[src/rtl/uart_pkg.sv]
// uart_pkg: shared defaults and width helper for the UART receive path.
// Revision: 1.0
`default_nettype none

package uart_pkg;

  localparam int UART_DATA_W_DEF   = 8;
  localparam int RX_FIFO_DEPTH_DEF = 16;

  // Occupancy counter must hold 0..depth inclusive.
  function automatic int count_width(input int depth);
    return $clog2(depth + 1);
  endfunction

endpackage

`default_nettype wire

[src/rtl/uart_rx_fifo_mem.sv]
// uart_rx_fifo_mem: DEPTH x DATA_W storage, synchronous write, asynchronous read, unreset.
// Revision: 1.0
`default_nettype none

module uart_rx_fifo_mem
  import uart_pkg::*;
#(
  parameter int DATA_W = UART_DATA_W_DEF,
  parameter int DEPTH  = RX_FIFO_DEPTH_DEF,
  parameter int AW     = $clog2(DEPTH)
) (
  input  logic              clock,
  input  logic              wr_en,
  input  logic [AW-1:0]     wr_addr,
  input  logic [DATA_W-1:0] wr_data,
  input  logic [AW-1:0]     rd_addr,
  output logic [DATA_W-1:0] rd_data
);

  logic [DATA_W-1:0] mem [DEPTH];

  always_ff @(posedge clock) begin
    if (wr_en) begin
      mem[wr_addr] <= wr_data;
    end
  end

  assign rd_data = mem[rd_addr];

endmodule

`default_nettype wire

[src/rtl/uart_rx_fifo.sv]
// uart_rx_fifo: first-word-fall-through receive FIFO with count/flag decode.
// Revision: 1.0 -- sticky overrun flag enabled by macro UART_RX_FIFO_OVERRUN_EN.
`default_nettype none

module uart_rx_fifo
  import uart_pkg::*;
#(
  parameter int DATA_W    = UART_DATA_W_DEF,
  parameter int DEPTH     = RX_FIFO_DEPTH_DEF,
  parameter int AFULL_LVL = DEPTH - 2
) (
  input  logic                          clock,
  input  logic                          reset,
  input  logic                          set_flag,
  input  logic [DATA_W-1:0]             data,
  input  logic                          clear_flag,
  input  logic                          ovr_clr,
  output logic [DATA_W-1:0]             out_data,
  output logic                          rx_empty,
  output logic                          rx_full,
  output logic                          rx_afull,
  output logic [count_width(DEPTH)-1:0] count,
  output logic                          overrun
);

  localparam int AW = $clog2(DEPTH);
  localparam int CW = count_width(DEPTH);
  localparam logic [CW-1:0] FULL_LVL = CW'(DEPTH);
  localparam logic [CW-1:0] AFULL_C  = CW'(AFULL_LVL);

  logic [AW-1:0]     wr_ptr;
  logic [AW-1:0]     rd_ptr;
  logic [DATA_W-1:0] head;
  logic              push;
  logic              pop;
  logic              drop;

  // Flags decode from the count register only, so no input reaches an output.
  assign rx_empty = (count == '0);
  assign rx_full  = (count == FULL_LVL);
  assign rx_afull = (count >= AFULL_C);

  // A pop frees a slot in the same edge, so a push while full is still accepted.
  assign pop  = clear_flag && !rx_empty;
  assign push = set_flag && (!rx_full || pop);
  assign drop = set_flag && !push;

  assign out_data = rx_empty ? '0 : head;

  uart_rx_fifo_mem #(
    .DATA_W (DATA_W),
    .DEPTH  (DEPTH),
    .AW     (AW)
  ) u_mem (
    .clock   (clock),
    .wr_en   (push),
    .wr_addr (wr_ptr),
    .wr_data (data),
    .rd_addr (rd_ptr),
    .rd_data (head)
  );

  always_ff @(posedge clock or negedge reset) begin
    if (!reset) begin
      wr_ptr <= '0;
      rd_ptr <= '0;
      count  <= '0;
    end else begin
      if (push) wr_ptr <= wr_ptr + AW'(1);
      if (pop)  rd_ptr <= rd_ptr + AW'(1);
      if (push && !pop) begin
        count <= count + CW'(1);
      end else if (pop && !push) begin
        count <= count - CW'(1);
      end
    end
  end

`ifdef UART_RX_FIFO_OVERRUN_EN
  // A drop in the same cycle as ovr_clr keeps the flag set.
  always_ff @(posedge clock or negedge reset) begin
    if (!reset) begin
      overrun <= 1'b0;
    end else if (drop) begin
      overrun <= 1'b1;
    end else if (ovr_clr) begin
      overrun <= 1'b0;
    end
  end
`else
  logic unused_ovr;
  assign unused_ovr = ovr_clr ^ drop;
  assign overrun    = 1'b0;
`endif

endmodule

`default_nettype wire

[config.mk]
export PLATFORM = sky130hd
export DESIGN_NAME = uart_rx_fifo
export DESIGN_NICKNAME = d
export VERILOG_FILES = /design/src/rtl/uart_pkg.sv /design/src/rtl/uart_rx_fifo_mem.sv /design/src/rtl/uart_rx_fifo.sv
export SDC_FILE = /design/constraint.sdc
export NUM_CORES = 1
export LEC_CHECK = 0
export BUFFER_PORTS_ARGS = -buffer_cell sky130_fd_sc_hd__buf_4
export CAP_MARGIN = 40
export CORE_ASPECT_RATIO = 0.6
export CORE_UTILIZATION = 35
export CTS_CLUSTER_DIAMETER = 120
export CTS_CLUSTER_SIZE = 28
export DETAILED_ROUTE_END_ITERATION = 12
export GPL_TIMING_DRIVEN = 0
export PLACE_DENSITY = 0.49
export REMOVE_ABC_BUFFERS = 1
export SYNTH_ARGS = -nofsm -noshare
export SYNTH_HDL_FRONTEND = slang
export SYNTH_SLANG_ARGS = --single-unit
[constraint.sdc]
create_clock -name clock -period 7.3 [get_ports clock]
set_input_delay 1.46 -clock clock [delete_from_list [all_inputs] [get_ports clock]]
set_output_delay 1.46 -clock clock [all_outputs]
set_load 0.02 [all_outputs]
# Word level (Yosys, flattened, before mapping)
# Memory sizes are Yosys's and may differ from the RTL's.
# Index checks and enable logic that the tools add are counted.
[totals]
inputBits = 13
n_memories = 1
reg_bits = 13
output_inout_bits = 17
ram_bits = 128
[classes]
n_reduce_logical = 11
n_eq_ne = 1
n_mux = 5
addsub = 4
order_cmp = 1
[memory_table]
columns = ["name", "depth", "word_bits", "read_ports", "rd_ports_with_merged_regs", "write_ports", "line", "source"]
rows = [
  ["u_mem.mem", 16, 8, 1, 0, 1, "uart_rx_fifo_mem.sv:20", "logic [DATA_W-1:0] mem [DEPTH];"],
]
[ops]
columns = ["op", "n"]
rows = [
  ["two-way mux 5 bit", 2],
  ["adder 4 x 1 -> 4 bit, second input constant", 2],
  ["two-way mux 8 bit", 1],
  ["adder 5 x 1 -> 5 bit, second input constant", 1],
  ["== test 5 bit, second input constant", 1],
  ["greater-or-equal comparator 5 x 4 -> 1 bit, second input constant", 1],
  ["zero test 5 bit", 1],
  ["subtractor 5 x 1 -> 5 bit, second input constant", 1],
  ["logical AND 1 bit", 4],
  ["zero test 1 bit", 4],
  ["two-way mux 1 bit", 2],
  ["nonzero test 2 bit", 1],
  ["logical OR 1 bit", 1],
]

# Logic depth before layout (Yosys ltp)
# Gate-level depths: netlist of the first run.
[logic_depth]
ltp_word = 9
ltp_mapped = 11
mapped_depth_nobuf = 10

# By module
# A second synthesis of the first run with hierarchy kept.
[hier_totals]
hier_cells = 302
hier_area_um2 = 5821.8
[modules_own_cells]
columns = ["module", "cells_each", "seq_area_each_um2", "instances", "area_each_um2"]
rows = [
  ["uart_rx_fifo_mem", 221, 3843.7, 1, 4987.3],
  ["uart_rx_fifo", 81, 325.3, 1, 834.6],
]

# Worst setup path after synthesis of the first run
# Ideal clock, no wire load.
[synth_timing]
path_type = "reg-to-output"
start = "register count[1]"
end = "output port out_data[0]"
stages_incl_launch_ff = 5
slack_ps = 3894
t_arrival_ps = 1946
path_cell_list = "dfrtp_1 or4_1 buf_2 nor2_1 a211oi_1"
[synth_via]
elab_chain_len = 2
[synth_lines]
columns = ["item", "line", "source"]
rows = [
  ["from (decl)", "uart_rx_fifo.sv:22", "output logic [count_width(DEPTH)-1:0] count,"],
  ["from (signal assigned)", "uart_rx_fifo.sv:72", "count <= count + CW'(1);"],
  ["from (signal assigned)", "uart_rx_fifo.sv:74", "count <= count - CW'(1);"],
  ["zero test 5 bit", "uart_rx_fifo.sv:39", "assign rx_empty = (count == '0);"],
  ["via rx_empty", "uart_rx_fifo.sv:19", "output logic rx_empty,"],
  ["two-way mux 8 bit", "uart_rx_fifo.sv:48", "assign out_data = rx_empty ? '0 : head;"],
  ["to (decl)", "uart_rx_fifo.sv:18", "output logic [DATA_W-1:0] out_data,"],
]
# The timed path passes the listed nets, and every way through them passes these cells.

# Final worst setup path of the first run
[layout_timing]
start = "register rd_ptr[3]"
end = "output port out_data[5]"
[layout_via]
elab_chain_len = 2
[layout_lines]
columns = ["item", "line", "source"]
rows = [
  ["from (decl)", "uart_rx_fifo.sv:32", "logic [AW-1:0] rd_ptr;"],
  ["from (signal assigned)", "uart_rx_fifo.sv:70", "if (pop) rd_ptr <= rd_ptr + AW'(1);"],
  ["memory read (16 x 8 bit)", "n/a", ""],
  ["two-way mux 8 bit", "uart_rx_fifo.sv:48", ""],
]
# No other way between the ends.

==> out/qor.txt, run 1 <==
Status: complete, no violations
Num CTS Buffers: 17
FF-to-FF setup slack: 3.89 ns
Final hold vios: 0
Number of global-route vias before repair: 2991
Area growth, synth to finish: 19.81%
Residual DRC: 0
Crit-path max FO: 25
Sequential share of the synthesized area: 0.7181
RSZ-0062 raised after global routing: false
Synth Cell Area: 5806 µm²
IO buf count: 27
Global route total overflow: 0
Final setup TNS: 0 ns
Layout cells sized above 1: 0.3056
Final setup vio count: 0
Via density: 5.072
Max Cap Viol: 0
Hold Path Sink: count[2]
Avg WL per Cell: 20.44 µm
Worst path required time: 5.84 ns
Synth top area cells: edfxtp_1 (66%), mux4_2 (12%), dfrtp_1 (5.6%)
H-tree depth: 4
Clk_lat worst skew: 0.41 ns
Starting density of the core: 0.3580
First-pass GRT wire length: 18.19 mm
Pleak: 2.371 nW
Post-CTS setup buffer count: 0
Worst min-delay path startpoint: count[2]
Total core area: 16220 µm²
Final ANT Viol Nets: 0
Post-place setup slack: 3.406 ns
Syn avg cell area: 18.79 µm²
First-iteration detailed-routing DRC count: 236
WP data arrival: 2.53 ns
Post-CTS sizing: 0
Die X: 168.3 µm
DR pass1 iterations: 4
Post-synth EDFFs: 128
Vias: 2886
Slew Limit Fails: 0
Cell row count: 36
PnR worst setup slack: 3.307 ns
Final HPWL DP: 7.610 mm
CP endpoint kind: output port
Final hold slack: 0.5723 ns
Deepest clock path buffer count: 2
Reg2reg start: count[1]
Relative slew slack: 0.4455
Yosys top cell area share: 0.6621
HP Class: flip-flop to flip-flop
Cells after Synth: 309
Reg2reg path depth: 10
Pin count of the biggest net entering global routing: 27
Vert. Die Dim: 101.8 µm
Yosys cell types: 36
Antenna cells: 0
Register bit total from synthesis: 141
CTS tree: yes
Worst-Margin Slew: 0.8318 ns
Die area: 17120 µm²
Cell taking the most area after synthesis: edfxtp_1
Initial antenna violation count: 0
Skew final: 0.01224 ns
Clock sinks: 141
Worst IR Drop VDD: 187.6 µV
Tmin final: 3.993 ns
GPL Wtd Cong: 0.7327
Final period utilization: 0.5470
Clock slew at reported path FFs: 0.06 ns
CTS Root Cell: clkbuf_16
CTS Hold Bufs: 0
Critical path launch point type: flip-flop
WS Path Type: flip-flop to output port
Reg2reg end: count[4]
PD cells: 421.5 nW/µm²
Hold path depth: 2
IO Pins: 30
Synth Flop Type: edfxtp_1
Total global-route track usage: 0.1495
Total power: 2.931 mW
Ys async rst share: 0.09220
F_max: 250.4 MHz
Fin nets: 370
WL final: 11.63 mm
Synth Warn #: 0
critical path: stages (launching register included):
cell      delay (ns)
dfrtp_2         0.91
mux4_2          0.34
nor2b_1         0.13
a211oi_1        0.07
a211oi_1        0.45
buf_4           0.23
cells by family after synthesis:
family / share of synthesized area
buf+inv: 0.02026
simple gates: 0.04655
flops: 0.7181
xor+xnor: 0.01358
compound gates: 0.03815
other cells: 0.0006459
mux: 0.1399
fa+ha+maj: 0.02285
sequential cells by signal (all words and copies together) (netlist names):
| register | cells |
|---|---|
| count | 5 |
| wr_ptr | 4 |
| rd_ptr | 4 |
| u_mem.mem | 128 |
placed cells by master (no fill, tap or decap), types with 2 or more instances in the layout:
cell type	count
a211oi_1	16
and2_1	4
and3_1	4
buf_12	2
buf_4	32
buf_6	3
bufinv_16	4
clkbuf_16	17
clkinv_4	2
clkinvlp_4	2
dfrtp_1	10
dfrtp_2	3
edfxtp_1	128
ha_1	9
inv_1	8
inv_6	5
mux2i_1	8
mux4_2	32
nand2_1	9
nand3_1	8
nor2_1	9
nor2b_1	9
nor3_2	3
o2111ai_1	3
o21ai_0	4
xnor2_1	5
xor2_1	4
metrics by stage:
step	cell area [µm²]	std cells	utilization
6_report	6955	569	0.4289
5_1_grt	6955	569	0.4289
4_1_cts	6955	569	0.4289
3_5_place_dp	6319	537	0.3897
3_3_place_gp	6188	527	0.3816
2_1_floorplan	5724	291	-
final cells by class:
type | count | area [µm²]
fill | 1418 | 9260
clock buffer | 18 | 429.2
clock inverter | 14 | 207.7
inverter | 9 | 36.28
sequential | 141 | 4173
tap | 209 | 261.5
multi-input combinational | 141 | 1534
timing repair buffer | 37 | 314.1
worst max-delay path by stage:
stage | start | to | slack, ns
2_1_floorplan | rd_ptr[1] | out_data[0] | 3.45
6_report | rd_ptr[3] | out_data[5] | 3.31
4_1_cts | rd_ptr[1] | out_data[5] | 3.26
3_5_place_dp | clear_flag | count[4] | 3.41
3_3_place_gp | rd_ptr[1] | out_data[5] | 2.57
5_1_grt | rd_ptr[1] | out_data[3] | 3.21
cell usage after synthesis, types with 3 or more instances:
cell and instances:
and3_1 4, and2_1 4, mux4_2 32, dfrtp_1 13, clkbuf_1 6, inv_1 8
nor3_1 4, xor2_1 4, nor2b_1 9, buf_2 8, buf_1 3, xnor2_1 5
nand3_1 8, nor2_1 9, mux2i_1 8, ha_1 9, a211oi_1 16, o2111ai_1 3
edfxtp_1 128, o21ai_0 4, nand2_1 9
report_power, final:
group / internal (mW) / switching [mW] / total, mW / leakage (nW)
logic: 0.429 / 0.426 / 0.855 / 0.758
clock network: 0.581 / 0.348 / 0.929 / 0.304
registers: 0.991 / 0.156 / 1.15 / 1.31
total: 2.00 / 0.931 / 2.93 / 2.37
metal layers:
| layer | track usage | wire length [µm] | vias to the layer above |
|---|---|---|---|
| met3 | 0.03087 | 378 | 10 |
| met1 | 0.2215 | 6080 | 1517 |
| met4 | 0.05105 | 90 | 0 |
| met2 | 0.2196 | 5078 | 47 |
| li1 | - | - | 1312 |
| met5 | 0 | 0 | - |
(Power assumes the default switching activity.)
==> run 2: changes to the inputs <==
--- a/config.mk
+++ b/config.mk
@@ -13,7 +13,7 @@
 export CTS_CLUSTER_SIZE = 28
 export DETAILED_ROUTE_END_ITERATION = 12
 export GPL_TIMING_DRIVEN = 0
-export PLACE_DENSITY = 0.49
+export PLACE_DENSITY = 0.51
 export REMOVE_ABC_BUFFERS = 1
 export SYNTH_ARGS = -nofsm -noshare
 export SYNTH_HDL_FRONTEND = slang
==> constraint.sdc (replaced) <==
create_clock -name clock -period 3.4 [get_ports clock]
set_input_delay 0.68 -clock clock [delete_from_list [all_inputs] [get_ports clock]]
set_output_delay 0.68 -clock clock [all_outputs]
set_load 0.02 [all_outputs]
==> run 2 against run 1 <==
  * Global-route usage grew 0.50 points
  * Count of clock-buffer cells in the layout fell by 1
  * Hold slack got worse by 0.47 ns
  * Critical path depth is the same
  * Highest routed layer unchanged
==> out/qor.txt, run 2 (same netlist as run 1, synthesis figures left out) <==
Antenna cells: 0
RSZ-0062 raised after global routing: false
Relative slew slack: 0.4165
Number of global-route vias before repair: 3031
IO Pins: 30
WS Path Type: flip-flop to output port
CTS Hold Bufs: 0
Crit-path max FO: 6
CTS tree: yes
Deepest clock path buffer count: 2
Most frequent cells in the layout: edfxtp_1 (128), buf_4 (33), mux4_2 (32)
Cell family with most CP delay: simple AND/OR/NAND/NOR gates
Slew Limit Fails: 0
First-pass GRT wire length: 18.67 mm
Worst path required time: 2.72 ns
HP Class: input port to asynchronous set/reset pin
CP endpoint kind: output port
PD cells: 874.8 nW/µm²
Global route total overflow: 0
Slowest stage delay, CP: 0.67 ns
Reg2reg start: count[1]
Area growth, synth to finish: 18.69%
Total core area: 16220 µm²
FF-to-FF setup slack: 0.31 ns
Total power: 6.028 mW
Reg2reg path depth: 10
GPL Wtd Cong: 0.7243
IO buf count: 27
Reg2reg end: count[4]
Skew final: 0.009939 ns
Final setup vio count: 0
Starting density of the core: 0.3580
Cell row count: 36
Slowest CP cell: or4_1
CTS Root Cell: clkbuf_16
Pin count of the biggest net entering global routing: 27
Tmin final: 3.231 ns
Worst IR Drop VDD: 332.4 µV
Layout cells sized above 1: 0.3047
Die X: 168.3 µm
Initial antenna violation count: 0
Total global-route track usage: 0.1545
Clk_lat worst skew: 0.41 ns
Largest registers: u_mem.mem: 128 flops, count: 5 flops
Final-layout fill cell count: 1440
Top reg by flops: u_mem.mem
Critical path launch point type: flip-flop
Worst-Margin Slew: 0.8706 ns
Residual DRC: 0
Pleak: 2.324 nW
WP buf/inv: 2
Die area: 17120 µm²
Final hold vios: 0
Largest register FFs: 128
Final hold slack: 0.1071 ns
Clock slew at reported path FFs: 0.06 ns
Vert. Die Dim: 101.8 µm
Final HPWL DP: 7.827 mm
Vias: 2844
WP data arrival: 2.55 ns
Avg WL per Cell: 20.91 µm
Clock sinks: 141
Fin nets: 371
Max Cap Viol: 0
WL final: 11.92 mm
Cell chain of the critical path: or4_1 > nor2_1 > buf_6 > a211oi_1 > buf_4
First-iteration detailed-routing DRC count: 287
Status: complete, no violations
Most common cell after layout, fill and taps aside: edfxtp_1
F_max: 309.5 MHz
H-tree depth: 4
Final period utilization: 0.9502
Via density: 4.989
Final ANT Viol Nets: 0
Num CTS Buffers: 17
DR pass1 iterations: 4
run 2: changes by cell type in the layout (fill, tap and decap cells not counted), sizes merged:
cell      change
bufinv        -4
clkinvlp      +5
clkbuf        -1
inv           -5
buf           +1
clkinv        +5
run 2: layer usage:
layer	global-route usage	up-vias	share of wire
li1	-	1315	-
met4	0.04196	0	0.0029
met1	0.2282	1464	0.49
met5	0	-	0
met2	0.2279	63	0.45
met3	0.03751	2	0.057
run 2: report_power, final:
part           switching, mW  internal [mW]  total, mW
logic                   1.01          0.976       1.99
clock network          0.716          0.925       1.64
registers              0.265           2.13       2.40
total                   1.99           4.03       6.03
run 2: area by class of cell:
class	instances	area, µm²	share of cell area
clock buffer	17	425.4	0.06174
clock inverter	15	101.3	0.01471
inverter	9	36.28	0.005266
multi-input combinational	141	1538	0.2232
sequential	141	4174	0.6058
tap	209	261.5	0.03795
timing repair buffer	38	354.1	0.05139
run 2: worst max-delay path by stage:
stage | start | depth (start not counted) | to
4_1_cts | rd_ptr[1] | 6 | out_data[5]
3_5_place_dp | count[1] | 10 | count[4]
6_report | count[1] | 5 | out_data[0]
2_1_floorplan | rd_ptr[1] | 4 | out_data[0]
5_1_grt | count[1] | 5 | out_data[0]
3_3_place_gp | rd_ptr[1] | 5 | out_data[0]
run 2: repair_timing:
action / 4_1_cts / 5_1_grt
setup endpoints to repair: 0 / 4
gates resized for setup: 0 / 2
buffers inserted: 0 / 1
run 2: metrics by stage:
| step | area (µm²) | setup TNS (ns) | worst slack (ns) | util | instances |
|---|---|---|---|---|---|
| 6_report | 6890 | 0 | 0.1695 | 0.4249 | 570 |
| 5_1_grt | 6890 | 0 | 0.04089 | 0.4249 | 570 |
| 4_1_cts | 6849 | 0 | 0.03059 | 0.4224 | 568 |
| 3_5_place_dp | 6322 | 0 | 0.1140 | 0.3899 | 536 |
| 3_3_place_gp | 6188 | -4.334 | -0.6277 | 0.3816 | 527 |
| 2_1_floorplan | 5724 | 0 | 0.3339 | - | 291 |
==> run 3: changes to the inputs <==
--- a/config.mk
+++ b/config.mk
@@ -8,12 +8,12 @@
 export BUFFER_PORTS_ARGS = -buffer_cell sky130_fd_sc_hd__buf_4
 export CAP_MARGIN = 40
 export CORE_ASPECT_RATIO = 0.6
-export CORE_UTILIZATION = 35
+export CORE_UTILIZATION = 55
 export CTS_CLUSTER_DIAMETER = 120
 export CTS_CLUSTER_SIZE = 28
 export DETAILED_ROUTE_END_ITERATION = 12
 export GPL_TIMING_DRIVEN = 0
-export PLACE_DENSITY = 0.51
+export PLACE_DENSITY = 0.75
 export REMOVE_ABC_BUFFERS = 1
 export SYNTH_ARGS = -nofsm -noshare
 export SYNTH_HDL_FRONTEND = slang
==> run 3 against run 2 <==
  * Hold slack worse by 0.0028 ns
  * Core utilization grew 25 points
  * Clock power up 18%
  * Total power increased by 4.3%
==> out/qor.txt, run 3 (same netlist as run 1, synthesis figures left out) <==
Clock Power Share: 0.307
Final setup TNS: 0 ns
PD cells: 920.6 nW/µm²
Num CTS Buffers: 17
WS Path Type: flip-flop to output port
Comb power frac: 0.306
DR pass1 iterations: 4
Area growth, synth to finish: 17.61%
RSZ-0062 raised after global routing: false
Max Cap Viol: 0
Layout Cells excl Fill: 492
Clk_lat worst skew: 0.42 ns
F_max: 308.0 MHz
Net Sw Frac: 0.3152
Storage cell area: 4172 µm²
Crit path top cell by count: a211oi_1
Reg power frac: 0.387
Skew final: 0.007260 ns
PnR worst setup slack: 0.1533 ns
GPL Wtd Cong: 0.8048
Number of global-route vias before repair: 2922
Relative slew slack: 0.3834
Worst path required time: 2.72 ns
Vias: 2950
Vert. Die Dim: 81.58 µm
Clock sinks: 141
Largest registers: u_mem.mem: 128 flops, count: 5 flops
IO buf count: 27
Total global-route track usage: 0.2343
Final hold vios: 0
Worst IR Drop VDD: 534.6 µV
Worst-Margin Slew: 0.9215 ns
CTS Root Cell: clkbuf_16
Final ANT Viol Nets: 0
Avg WL per Cell: 22.87 µm
Final HPWL DP: 7.368 mm
CTS Hold Bufs: 0
Global route total overflow: 0
WL final: 11.25 mm
Multi-input gate area: 1529 µm²
Largest register FFs: 128
Pin count of the biggest net entering global routing: 21
Internal power: 4.304 mW
Crit-path max FO: 20
WP buf/inv: 2
Cell chain of the critical path: buf_12 > mux4_2 > nor2b_1 > a211oi_1 > a211oi_1 > buf_4
Initial antenna violation count: 0
Cell family with most CP delay: flip-flops
Die X: 134.6 µm
CP endpoint kind: output port
Tmin final: 3.247 ns
Most common cell after layout, fill and taps aside: edfxtp_1
Layout cells sized above 1: 0.2913
Status: complete, no violations
Placed Cells incl. Taps: 459
HP Class: input port to asynchronous set/reset pin
Final period utilization: 0.9549
H-tree depth: 4
Starting density of the core: 0.5774
Final-layout fill cell count: 629
Slew Limit Fails: 0
Fin nets: 367
CTS tree: yes
Top reg by flops: u_mem.mem
Die area: 10980 µm²
Slowest stage delay, CP: 0.65 ns
Residual DRC: 0
Post-place setup slack: -0.01135 ns
Switch Pwr: 1.981 mW
Antenna cells: 0
Cell row count: 28
WP data arrival: 2.57 ns
Total core area: 10050 µm²
Final setup vio count: 0
Clock slew at reported path FFs: 0.06 ns
Design area: 6828 µm²
IO Pins: 30
Most frequent cells in the layout: edfxtp_1 (128), mux4_2 (32), buf_4 (28)
Placed Area: 6188 µm²
Post-Route Utilization: 0.6791
Via density: 5.996
Pleak: 2.346 nW
Critical path launch point type: flip-flop
Total power: 6.286 mW
Final hold slack: 0.1042 ns
First-iteration detailed-routing DRC count: 310
First-pass GRT wire length: 17.37 mm
Slowest CP cell: dfrtp_2
Deepest clock path buffer count: 2
[run 3: cell count changes in the layout (fill, tap and decap cells not counted), sizes merged]
| cell | delta |
|---|---|
| buf | -4 |
| bufinv | +4 |
| clkinv | -3 |
| clkinvlp | -3 |
| clkbuf | +1 |
| inv | +1 |
[run 3: layout make-up]
cell class / count / area share
Inverter: 9 / 0.005314
Multi-Input combinational cell: 141 / 0.2239
Timing Repair Buffer: 34 / 0.04398
Clock buffer: 18 / 0.06286
Sequential cell: 141 / 0.6110
Tap cell: 135 / 0.02474
Clock inverter: 14 / 0.02822
[run 3: worst reg2reg max path, delay by kind of cell, from the launching register on]
kind	cells	cell delay, ns
buffers and inverters	2	0.28
adder cells (fa/ha/maj)	2	0.59
AND/OR/NAND/NOR	2	0.78
AO/OA/AOI/OAI	4	0.95
flip-flops	1	0.43
[run 3: repair_timing]
item,CTS,global route
gates resized for setup,1,2
setup buffers,1,0
hold endpoints to repair,0,0
gates cloned,0,0
endpoints found under the setup margin,4,1
pin swaps,1,0
[run 3: power groups by stage]
stage	Clock [mW]	Sequential, mW	Combinational [mW]
after floorplan	0	2.50	1.14
after global placement	0	2.58	1.66
after detailed placement	0	2.47	1.92
after CTS	1.96	2.44	1.94
after global routing	2.02	2.48	2.08
final	1.93	2.43	1.92
[run 3: metal layers]
layer	vias up	global-route usage	wire length, µm
li1	1306	-	-
met3	9	0.07778	941
met1	1503	0.3472	5137
met4	0	0.06292	82
met5	-	0	0
met2	132	0.3356	5089
[run 3: worst paths after layout]
kind                           start               to  slack [ns]  cells after the start
max                        rd_ptr[1]      out_data[6]        0.15                      6
min reg2reg                 count[0]         count[0]        0.58                      1
min                            reset        wr_ptr[2]        0.10                      1
min in group clock           data[1]  u_mem.mem[2][1]        0.56                      1
max reg2reg                 count[1]         count[4]        0.23                     10
max in group asynchronous      reset        rd_ptr[0]        3.11                      1
